$ cat config.mk
export PLATFORM = sky130hd
export DESIGN_NAME = fetch_unit
export DESIGN_NICKNAME = d
export VERILOG_FILES = /design/src/rtl/fetch_pkg.sv /design/src/rtl/fetch_target_calc.sv /design/src/rtl/fetch_unit.sv
export SDC_FILE = /design/constraint.sdc
export NUM_CORES = 1
export LEC_CHECK = 0
export CAP_MARGIN = 20
export CELL_PAD_IN_SITES_DETAIL_PLACEMENT = 2
export CELL_PAD_IN_SITES_GLOBAL_PLACEMENT = 2
export CORE_MARGIN = 2
export CORE_UTILIZATION = 26
export DETAILED_ROUTE_END_ITERATION = 10
export PLACE_DENSITY = 0.85
export SYNTH_ARGS = -nofsm -noshare
export SYNTH_HDL_FRONTEND = slang
export SYNTH_SLANG_ARGS = --single-unit
export TNS_END_PERCENT = 1
$ cat constraint.sdc
create_clock -name clk_i -period 2.1 [get_ports clk_i]
set_clock_uncertainty 0.1 [all_clocks]
set_input_delay 0.21 -clock clk_i [delete_from_list [all_inputs] [get_ports clk_i]]
set_output_delay 0.21 -clock clk_i [all_outputs]
set_load 0.1 [all_outputs]
$ cat src/rtl/fetch_pkg.sv
`default_nettype none
// ============================================================================
// Module : fetch_pkg
// Brief  : Shared types and constants for the 8-bit core instruction fetch.
//          fetch_state_t  - fetch sequencer states
//          PC_W_DFLT      - default PC / imem address width
//          INSTR_W_DFLT   - default instruction word width
//          BR_FWD/BR_BACK - branch direction encodings for br_back_i
// Rev    : 1.0  initial release
// ============================================================================
package fetch_pkg;

   localparam int PC_W_DFLT    = 8;
   localparam int INSTR_W_DFLT = 9;

   localparam logic BR_FWD  = 1'b0;
   localparam logic BR_BACK = 1'b1;

   typedef enum logic [1:0] {
      IDLE   = 2'd0,
      FETCH  = 2'd1,
      DRAIN  = 2'd2,
      HALTED = 2'd3
   } fetch_state_t;

endpackage : fetch_pkg
`default_nettype wire

$ cat src/rtl/fetch_target_calc.sv
`default_nettype none
// ============================================================================
// Module : fetch_target_calc
// Brief  : Combinational relative-branch target. The offset is a magnitude
//          applied to the address following the branch (br_pc_i + 1), added
//          for forward and subtracted for backward branches; all arithmetic
//          wraps modulo 2**PC_W.
// Ports  : br_pc_i     in  PC of the branch instruction
//          br_back_i   in  direction (BR_FWD / BR_BACK)
//          br_target_i in  unsigned offset magnitude
//          target_o    out redirect address
// Rev    : 1.0  initial release
// ============================================================================
module fetch_target_calc #(
   parameter int PC_W = fetch_pkg::PC_W_DFLT
) (
   input  logic [PC_W-1:0] br_pc_i,
   input  logic            br_back_i,
   input  logic [PC_W-1:0] br_target_i,
   output logic [PC_W-1:0] target_o
);
   import fetch_pkg::*;

   localparam logic [PC_W-1:0] c_pc_one = {{(PC_W-1){1'b0}}, 1'b1};

   logic [PC_W-1:0] w_base;

   assign w_base   = br_pc_i + c_pc_one;
   assign target_o = (br_back_i == BR_BACK) ? (w_base - br_target_i)
                                            : (w_base + br_target_i);

endmodule : fetch_target_calc
`default_nettype wire

$ cat src/rtl/fetch_unit.sv
`default_nettype none
// ============================================================================
// Module : fetch_unit
// Brief  : Architectural PC and instruction-fetch sequencer. Issues
//          held-until-ack reads to instruction memory, buffers one
//          instruction toward decode, and applies start loads and relative
//          branch redirects, squashing any fetch already in flight.
// Ports  : clk_i, reset_i (async, active high)
//          start_i/startadd_i          load PC and begin fetching
//          halt_i                      stop issuing fetches
//          br_valid_i/br_back_i/br_target_i/br_pc_i   branch redirect
//          imem_req_o/imem_addr_o/imem_ack_i/imem_data_i  imem read port
//          instr_valid_o/instr_o/instr_pc_o/instr_ready_i decode handshake
//          running_o                   high in FETCH or DRAIN
// Config : FETCH_PERF_CNT_EN adds fetch_cnt_o / squash_cnt_o (saturating,
//          cleared by reset only).
// Rev    : 1.0  initial release
// ============================================================================
module fetch_unit #(
   parameter int PC_W    = fetch_pkg::PC_W_DFLT,
   parameter int INSTR_W = fetch_pkg::INSTR_W_DFLT
) (
   input  logic               clk_i,
   input  logic               reset_i,
   input  logic               start_i,
   input  logic [PC_W-1:0]    startadd_i,
   input  logic               halt_i,
   input  logic               br_valid_i,
   input  logic               br_back_i,
   input  logic [PC_W-1:0]    br_target_i,
   input  logic [PC_W-1:0]    br_pc_i,
   output logic               imem_req_o,
   output logic [PC_W-1:0]    imem_addr_o,
   input  logic               imem_ack_i,
   input  logic [INSTR_W-1:0] imem_data_i,
   output logic               instr_valid_o,
   output logic [INSTR_W-1:0] instr_o,
   output logic [PC_W-1:0]    instr_pc_o,
   input  logic               instr_ready_i,
`ifdef FETCH_PERF_CNT_EN
   output logic [15:0]        fetch_cnt_o,
   output logic [15:0]        squash_cnt_o,
`endif
   output logic               running_o
);
   import fetch_pkg::*;

   localparam logic [PC_W-1:0] c_pc_one = {{(PC_W-1){1'b0}}, 1'b1};

   fetch_state_t        state_q, state_d;
   logic [PC_W-1:0]     pc_q, pc_d;
   logic                halt_pend_q, halt_pend_d;
   logic                req_q;
   logic [PC_W-1:0]     addr_q;
   logic                buf_valid_q;
   logic [INSTR_W-1:0]  buf_instr_q;
   logic [PC_W-1:0]     buf_pc_q;

   logic                w_new_req;
   logic                w_req;
   logic [PC_W-1:0]     w_addr;
   logic                w_deq;
   logic                w_flush;
   logic                w_wr_buf;
   logic [PC_W-1:0]     w_br_target;

   fetch_target_calc #(
      .PC_W (PC_W)
   ) u_target (
      .br_pc_i     (br_pc_i),
      .br_back_i   (br_back_i),
      .br_target_i (br_target_i),
      .target_o    (w_br_target)
   );

   // A new read may start only in a quiet FETCH cycle with room in the
   // buffer (empty, or being emptied this cycle). Once started, req_q holds
   // the request and address until ack regardless of any other input.
   assign w_new_req = (state_q == FETCH) && !req_q && !start_i && !br_valid_i &&
                      !halt_i && !halt_pend_q && (!buf_valid_q || instr_ready_i);
   assign w_req     = req_q || w_new_req;
   // While a request is outstanding in FETCH, addr_q equals pc_q; in DRAIN
   // pc_q already holds the redirect target while addr_q keeps the old one.
   assign w_addr    = req_q ? addr_q : pc_q;
   assign w_deq     = buf_valid_q && instr_ready_i;

   assign imem_req_o    = w_req;
   assign imem_addr_o   = w_addr;
   assign instr_valid_o = buf_valid_q;
   assign instr_o       = buf_instr_q;
   assign instr_pc_o    = buf_pc_q;
   assign running_o     = (state_q == FETCH) || (state_q == DRAIN);

   always_comb begin
      state_d     = state_q;
      pc_d        = pc_q;
      halt_pend_d = halt_pend_q;
      w_flush     = 1'b0;
      w_wr_buf    = 1'b0;
      case (state_q)
         IDLE, HALTED: begin
            if (start_i) begin
               pc_d        = startadd_i;
               w_flush     = 1'b1;
               halt_pend_d = 1'b0;
               state_d     = FETCH;
            end
         end
         FETCH: begin
            if (start_i || br_valid_i) begin
               pc_d    = start_i ? startadd_i : w_br_target;
               w_flush = 1'b1;
               if (start_i) begin
                  halt_pend_d = 1'b0;
               end
               // An ack landing this cycle belongs to the old stream and is
               // simply dropped; an unanswered request must still be drained.
               if (req_q && !imem_ack_i) begin
                  state_d = DRAIN;
               end
            end else begin
               if (w_req && imem_ack_i) begin
                  w_wr_buf = 1'b1;
                  pc_d     = w_addr + c_pc_one;
               end
               if (halt_i || halt_pend_q) begin
                  if (req_q && !imem_ack_i) begin
                     halt_pend_d = 1'b1;
                  end else begin
                     halt_pend_d = 1'b0;
                     state_d     = HALTED;
                  end
               end
            end
         end
         DRAIN: begin
            if (start_i) begin
               pc_d        = startadd_i;
               w_flush     = 1'b1;
               halt_pend_d = 1'b0;
            end else if (br_valid_i) begin
               pc_d    = w_br_target;
               w_flush = 1'b1;
            end else if (halt_i) begin
               halt_pend_d = 1'b1;
            end
            if (imem_ack_i) begin
               state_d     = halt_pend_d ? HALTED : FETCH;
               halt_pend_d = 1'b0;
            end
         end
         default: state_d = IDLE;
      endcase
   end

   always_ff @(posedge clk_i or posedge reset_i) begin
      if (reset_i) begin
         state_q     <= IDLE;
         pc_q        <= '0;
         halt_pend_q <= 1'b0;
         req_q       <= 1'b0;
         addr_q      <= '0;
         buf_valid_q <= 1'b0;
         buf_instr_q <= '0;
         buf_pc_q    <= '0;
      end else begin
         state_q     <= state_d;
         pc_q        <= pc_d;
         halt_pend_q <= halt_pend_d;
         req_q       <= w_req && !imem_ack_i;
         addr_q      <= w_addr;
         // A flush overrides both a write and a same-cycle hand-off.
         if (w_flush) begin
            buf_valid_q <= 1'b0;
         end else if (w_wr_buf) begin
            buf_valid_q <= 1'b1;
            buf_instr_q <= imem_data_i;
            buf_pc_q    <= w_addr;
         end else if (w_deq) begin
            buf_valid_q <= 1'b0;
         end
      end
   end

`ifdef FETCH_PERF_CNT_EN
   logic [15:0] fetch_cnt_q;
   logic [15:0] squash_cnt_q;
   logic        w_squash_ack;
   logic        w_squash_buf;
   logic [1:0]  w_squash_inc;
   logic [16:0] w_squash_sum;

   // Acked reads whose data is thrown away: every ack in DRAIN, and an ack
   // that coincides with a start/redirect in FETCH.
   assign w_squash_ack = imem_ack_i && req_q &&
                         ((state_q == DRAIN) ||
                          ((state_q == FETCH) && (start_i || br_valid_i)));
   assign w_squash_buf = w_flush && buf_valid_q;
   assign w_squash_inc = {1'b0, w_squash_ack} + {1'b0, w_squash_buf};
   assign w_squash_sum = {1'b0, squash_cnt_q} + {15'd0, w_squash_inc};

   always_ff @(posedge clk_i or posedge reset_i) begin
      if (reset_i) begin
         fetch_cnt_q  <= '0;
         squash_cnt_q <= '0;
      end else begin
         if (w_wr_buf && (fetch_cnt_q != 16'hFFFF)) begin
            fetch_cnt_q <= fetch_cnt_q + 16'd1;
         end
         squash_cnt_q <= w_squash_sum[16] ? 16'hFFFF : w_squash_sum[15:0];
      end
   end

   assign fetch_cnt_o  = fetch_cnt_q;
   assign squash_cnt_o = squash_cnt_q;
`endif

endmodule : fetch_unit
`default_nettype wire

Word-level counts from Yosys, hierarchy flattened

Cells that the tools add are included.

Bits in registers: 38
Output and inout bits: 28
Word-level logic and storage cells: 89
Input port bits: 41

Mux-type cells: 38
Equal/unequal tests: 10
Add/sub/neg operators: 4
Reductions and logical operators: 28
Bitwise operators: 1

Operator list:

| cell                | count |
|---|---|
| $mux 8              | 8 |
| $pmux 8 s3          | 1 |
| $mux 1              | 19 |
| $add 8x1->8 const B | 2 |
| $mux 2              | 7 |
| $logic_and 1x1->1   | 10 |
| $add 8x8->8         | 1 |
| $sub 8x8->8         | 1 |
| $logic_not 1->1     | 7 |
| $ne 3x1->1 const B  | 2 |
| $ne 3x3->1 const B  | 2 |
| $pmux 1 s3          | 2 |
| $pmux 2 s3          | 1 |
| $logic_or 1x1->1    | 5 |
| $reduce_and 5->1    | 1 |
| $eq 2x2->1 const B  | 2 |
| $ne 2x2->1 const B  | 2 |
| $ne 3x2->1 const B  | 1 |
| $reduce_and 3->1    | 1 |
| $reduce_bool 3->1   | 1 |
| $eq 2x1->1 const B  | 1 |
| $logic_not 2->1     | 1 |
| $reduce_and 2->1    | 1 |
| $reduce_or 2->1     | 1 |
| $not 1->1           | 1 |

Longest topological paths before layout

Depth in word-level cells: 14
Gate-level depth with buffers: 13
Mapped depth without buffers: 13

By module

From an unflattened synthesis, not the netlist that was laid out.

Cells, all modules: 265
Area total of the unflattened synthesis: 2603.7 um2

Modules (own cells, without submodules):

| module            | times used | area each (um2) | seq. area each (um2) | cells an instance |
|---|---|---|---|---|
| fetch_unit        | 1          | 2084.5          | 950.9                | 194 |
| fetch_target_calc | 1          | 519.2           | 0.0                  | 71 |

Worst setup path before layout

No wires, ideal clock.

Path type: register to register
From: register req_q
To: register pc_q[2]
Cell stages (with the launch flop): 12
Data required time: 1.910 ns
Period minus slack after synthesis: 2.848 ns
Library setup time: 0.090 ns
Data arrival time: 2.657 ns
Path slack: -0.748 ns
Path buffers: 2
Path through: dfrtp_1 buf_4 buf_6 mux2i_1 inv_1 ha_1 xor2_1 o221a_2 or2_2 nor2_1 a21oi_1 o221ai_1

Elaborated cells on any way between the ends: 16
Those cells by class: add/sub: 1; eq/ne: 1; mux: 4; reduce/logical: 10

RTL lines:

| element                | line              | text |
|---|---|---|
| from (decl)            | fetch_unit.sv:53  | `logic req_q;` |
| from (signal assigned) | fetch_unit.sv:170 | `req_q <= w_req && !imem_ack_i;` |
| $mux 8                 | fetch_unit.sv:84  | `assign w_addr = req_q ? addr_q : pc_q;` |
| net imem_addr_o[0]     | fetch_unit.sv:33  | `output logic [PC_W-1:0] imem_addr_o,` |
| $add 8x1->8            | fetch_unit.sv:124 | `pc_d = w_addr + c_pc_one;` |
| $mux 8                 | fetch_unit.sv:122 | `if (w_req && imem_ack_i) begin` |
| $mux 8                 | fetch_unit.sv:110 | `if (start_i \|\| br_valid_i) begin` |
| $pmux 8 s3             | fetch_unit.sv:100 | `case (state_q)` |
| to (signal assigned)   | fetch_unit.sv:168 | `pc_q <= pc_d;` |
| to (decl)              | fetch_unit.sv:51  | `logic [PC_W-1:0] pc_q, pc_d;` |

The timed path passes the listed nets, and every way through them passes these cells. The select of a mux whose other input is x is not followed.
A chain may end at the register's enable or synchronous reset.

Final worst setup path

From: register req_q
To: register pc_q[2]

Longest elaborated chain between the ends: 11
Elaborated cells on any way between the ends: 16
Those cells by class: add/sub: 1; eq/ne: 1; mux: 4; reduce/logical: 10

RTL lines:

| element |
|---|
| parallel branches: the longest is 11 deep, another holds $add 8x1->8 |

Parallel ways; which one is timed is not known. The select of a mux whose other input is x is not followed.

==> reports/qor.yml <==
flow_run:
  max_cap_viol_count: 0
die:
  fp.coreArea_sq_um: 9280
  io_pins: 69
  start_util_pct: 27.0
  dieArea_sq_um: 10400
  rows: 35
  die_h_um: 102
  dieWidth_um: 102
synthesis:
  synth-main-ff-cell: "dfrtp_1"
  netlist.area_leader.share_pct: 38.0
  synth_area_sq_um: 2500
  async_flop_share_pct: 100
  synth_nets: 322
  synth-edff-count: 0
  synth.most_common_cell: "dfrtp_1"
  synthMuxAreaShare_pct: 9.65
  synth_fa_ha_area_share_pct: 6.80
  netlist_top_cells_count: "dfrtp_1, a21oi_1, nor2_1"
  synth_cells: 268
  synth-xor-area-share_pct: 8.75
  synthSimpleGateAreaFrac_pct: 14.2
  synth_compound_area_share_pct: 17.5
  ys_types: 44
  synth_seq_cells: 38
  synth_area_leader_cell: "dfrtp_1"
  ys.warnings.count: 0
  ys_seq_area_share_pct: 38.0
  synth_top_family_by_area: "compound AO/OA/AOI/OAI gates"
  avgSynthCellArea_sq_um: 9.34
  synthTopCellsByArea: "dfrtp_1, mux2_2, xnor2_1"
routing:
  num_vias: 2478
  postRouteAntennaNets: 0
  wl_mm: 8.82
  routed_via_density: 4.80
  first_iter_violations: 84
  drc: 0
  drt_first_pass_iters: 4
  wl_per_cell_um: 17.1
power:
  power.share.clock_pct: 8.9
  sw_frac_of_total_pct: 53.9
  sequentialPowerShare_pct: 19.7
  p_total_w: 0.00610
  p_int_w: 0.00281
  power_frac_comb_pct: 71.4
  powerDensity_nw_per_um2: 1490
  switchingPower_w: 0.00329
  leakage_nw: 1.82
  peakVddDrop_uv: 800
critical_path:
  crit_arrival_ps: 2280
  critPathCaptureType: "register"
  critPathKind: "register to register"
  cp_max_fo: 4
  cp_data_required_time_ps: 2210
  cp-start-kind: "register"
global_route:
  grt_pass1_vias: 2745
  track_usage_pct: 17.2
  grt_remaining_overflow: 0
  antenna_found_initial: 0
  grt_pass1_wl_mm: 14.1
  grt_max_degree: 39
timing:
  timing.slew.headroom_pct: 66.6
  fin_crit_ps: 2160
  tightest_slew_ps: 501
  post-route-period-util_pct: 103
  max_freq_mhz: 462
  slew_violations: 0
  hold_violations: 0
  setup_ws_ps: -64.7
  rsz0062_at_grt: "yes"
  finalSetupViolCount: 3
  fin_tns_setup_ps: -139
cts:
  clock_sinks: 38
  clkSlewWorstSetupHoldPaths_ps: 80
  clk_path_buf_depth: 2
  htreeDepth: 2
  tritoncts: "built"
  numCtsBuffers: 5
  cts_root_buffer: "clkbuf_8"
  ctsHoldBuffers: 0
  clk_latency_ps: 290
layout:
  antenna_cells: 0
  post-route-util_pct: 44.1
  syn_to_final_growth_pct: 63.6
  fin_nets: 440
  layout-drive-gt1-share_pct: 40.6
placement:
  place_congestion: 0.787
  dpl.hpwl_mm: 6.87
  port_buffers: 68
hold_path:
  hold_path.class: "input pin to asynchronous set/reset pin"
status:
  status: "finished, violations left"
  violations: "negative setup slack"
==> flip-flops by register name, summed over array words and instances, names as in the netlist <==
register       flops
instr_pc_o         8
pc_q               8
addr_q             8
state_q            2
req_q              1
halt_pend_q        1
instr_valid_o      1
instr_o            9
==> cell usage in the layout, fill, tap and decap left out, types with 3 or more instances in the layout <==
| master | n |
|---|---|
| dfrtp_1 | 37 |
| a21o_1 | 3 |
| ha_1 | 8 |
| buf_12 | 11 |
| mux2_2 | 17 |
| a21oi_2 | 5 |
| nor2_1 | 18 |
| o21ai_0 | 9 |
| a211oi_2 | 3 |
| inv_1 | 12 |
| nor2b_1 | 4 |
| xnor2_1 | 16 |
| xnor2_2 | 3 |
| buf_4 | 68 |
| nand2_1 | 21 |
| nand3_1 | 5 |
| buf_6 | 5 |
| clkbuf_8 | 6 |
| o31ai_1 | 5 |
| clkdlybuf4s50_1 | 28 |
| dlygate4sd2_1 | 4 |
| ha_4 | 4 |
| a21oi_1 | 21 |
| o21ai_1 | 3 |
| nor2_2 | 4 |
| a31oi_1 | 4 |
| xor2_1 | 6 |
==> critical path, cell delays in order, from the launching register on <==
cell and delay, ps:
dfrtp_2 460, mux2i_4 280, clkinvlp_4 140, ha_4 170, xor2_1 160, o221a_2 230, or2_4 240, nor2_4 110
a21oi_2 30, o221ai_1 150
==> per-layer routing <==
metal	track usage [%]	vias up	share of wire [%]
met4	2.97	0	1.4
met2	34.5	65	55
met1	18.9	1229	39
met5	0	-	0
li1	-	1172	-
met3	3.08	12	4.6
==> power groups by stage <==
stage	registers, W	logic (W)	clock network (W)
6_report	0.00120	0.00436	0.000544
5_1_grt	0.00124	0.00460	0.000592
4_1_cts	0.00120	0.00434	0.000553
3_5_place_dp	0.00121	0.00417	0
3_3_place_gp	0.00118	0.00405	0
2_1_floorplan	0.00198	0.00195	0
==> layout make-up <==
| cell class | instances | area [sq um] |
|---|---|---|
| inverters | 17 | 72.6 |
| repair buffers | 122 | 1160 |
| well taps | 129 | 161 |
| clock inverters | 2 | 12.5 |
| fillers | 1006 | 5190 |
| clock buffers | 6 | 82.6 |
| flip-flops and latches | 38 | 952 |
| multi-input cells | 202 | 1660 |
==> metrics by stage <==
stage / std cells / hold WS (ps) / cell area (sq um) / setup slack, ps
floorplan: 268 / 262 / 2540 / -644
global placement: 502 / 379 / 3740 / -817
detailed placement: 502 / 387 / 3740 / -957
CTS: 513 / 270 / 4040 / -96.1
global route: 516 / 297 / 4100 / -189
finish: 516 / 244 / 4100 / -64.7
==> final timing paths <==
check                                start       endpoint  cells past startpoint  slack (ps)
min in group clk_i              instr_o[3]     instr_o[3]                      1         410
worst max register to register       req_q        pc_q[2]                      9         -60
worst max-delay path                 req_q        pc_q[2]                      9         -60
worst min-delay path               reset_i  instr_valid_o                      3         240
max in group asynchronous          reset_i          req_q                      3        1300
worst min register to register  instr_o[3]     instr_o[3]                      1         410
==> logic make-up after synthesis <==
| group | after synthesis |
|---|---|
| and+or+nand+nor | 74 |
| muxes | 22 |
| AOI/OAI and AO/OA | 68 |
| buffers and inverters | 28 |
| xor gates and xnor gates | 25 |
| adders and majority gates | 13 |
| DFF | 38 |
==> what timing repair did <==
| action | CTS | global route |
|---|---|---|
| setup endpoints to repair | 17 | 24 |
| pin swaps | 21 | 15 |
| resized for setup | 70 | 14 |
| setup buffers | 3 | 3 |
| cloned | 0 | 0 |
Note: power is estimated with default switching activity, not from simulation.
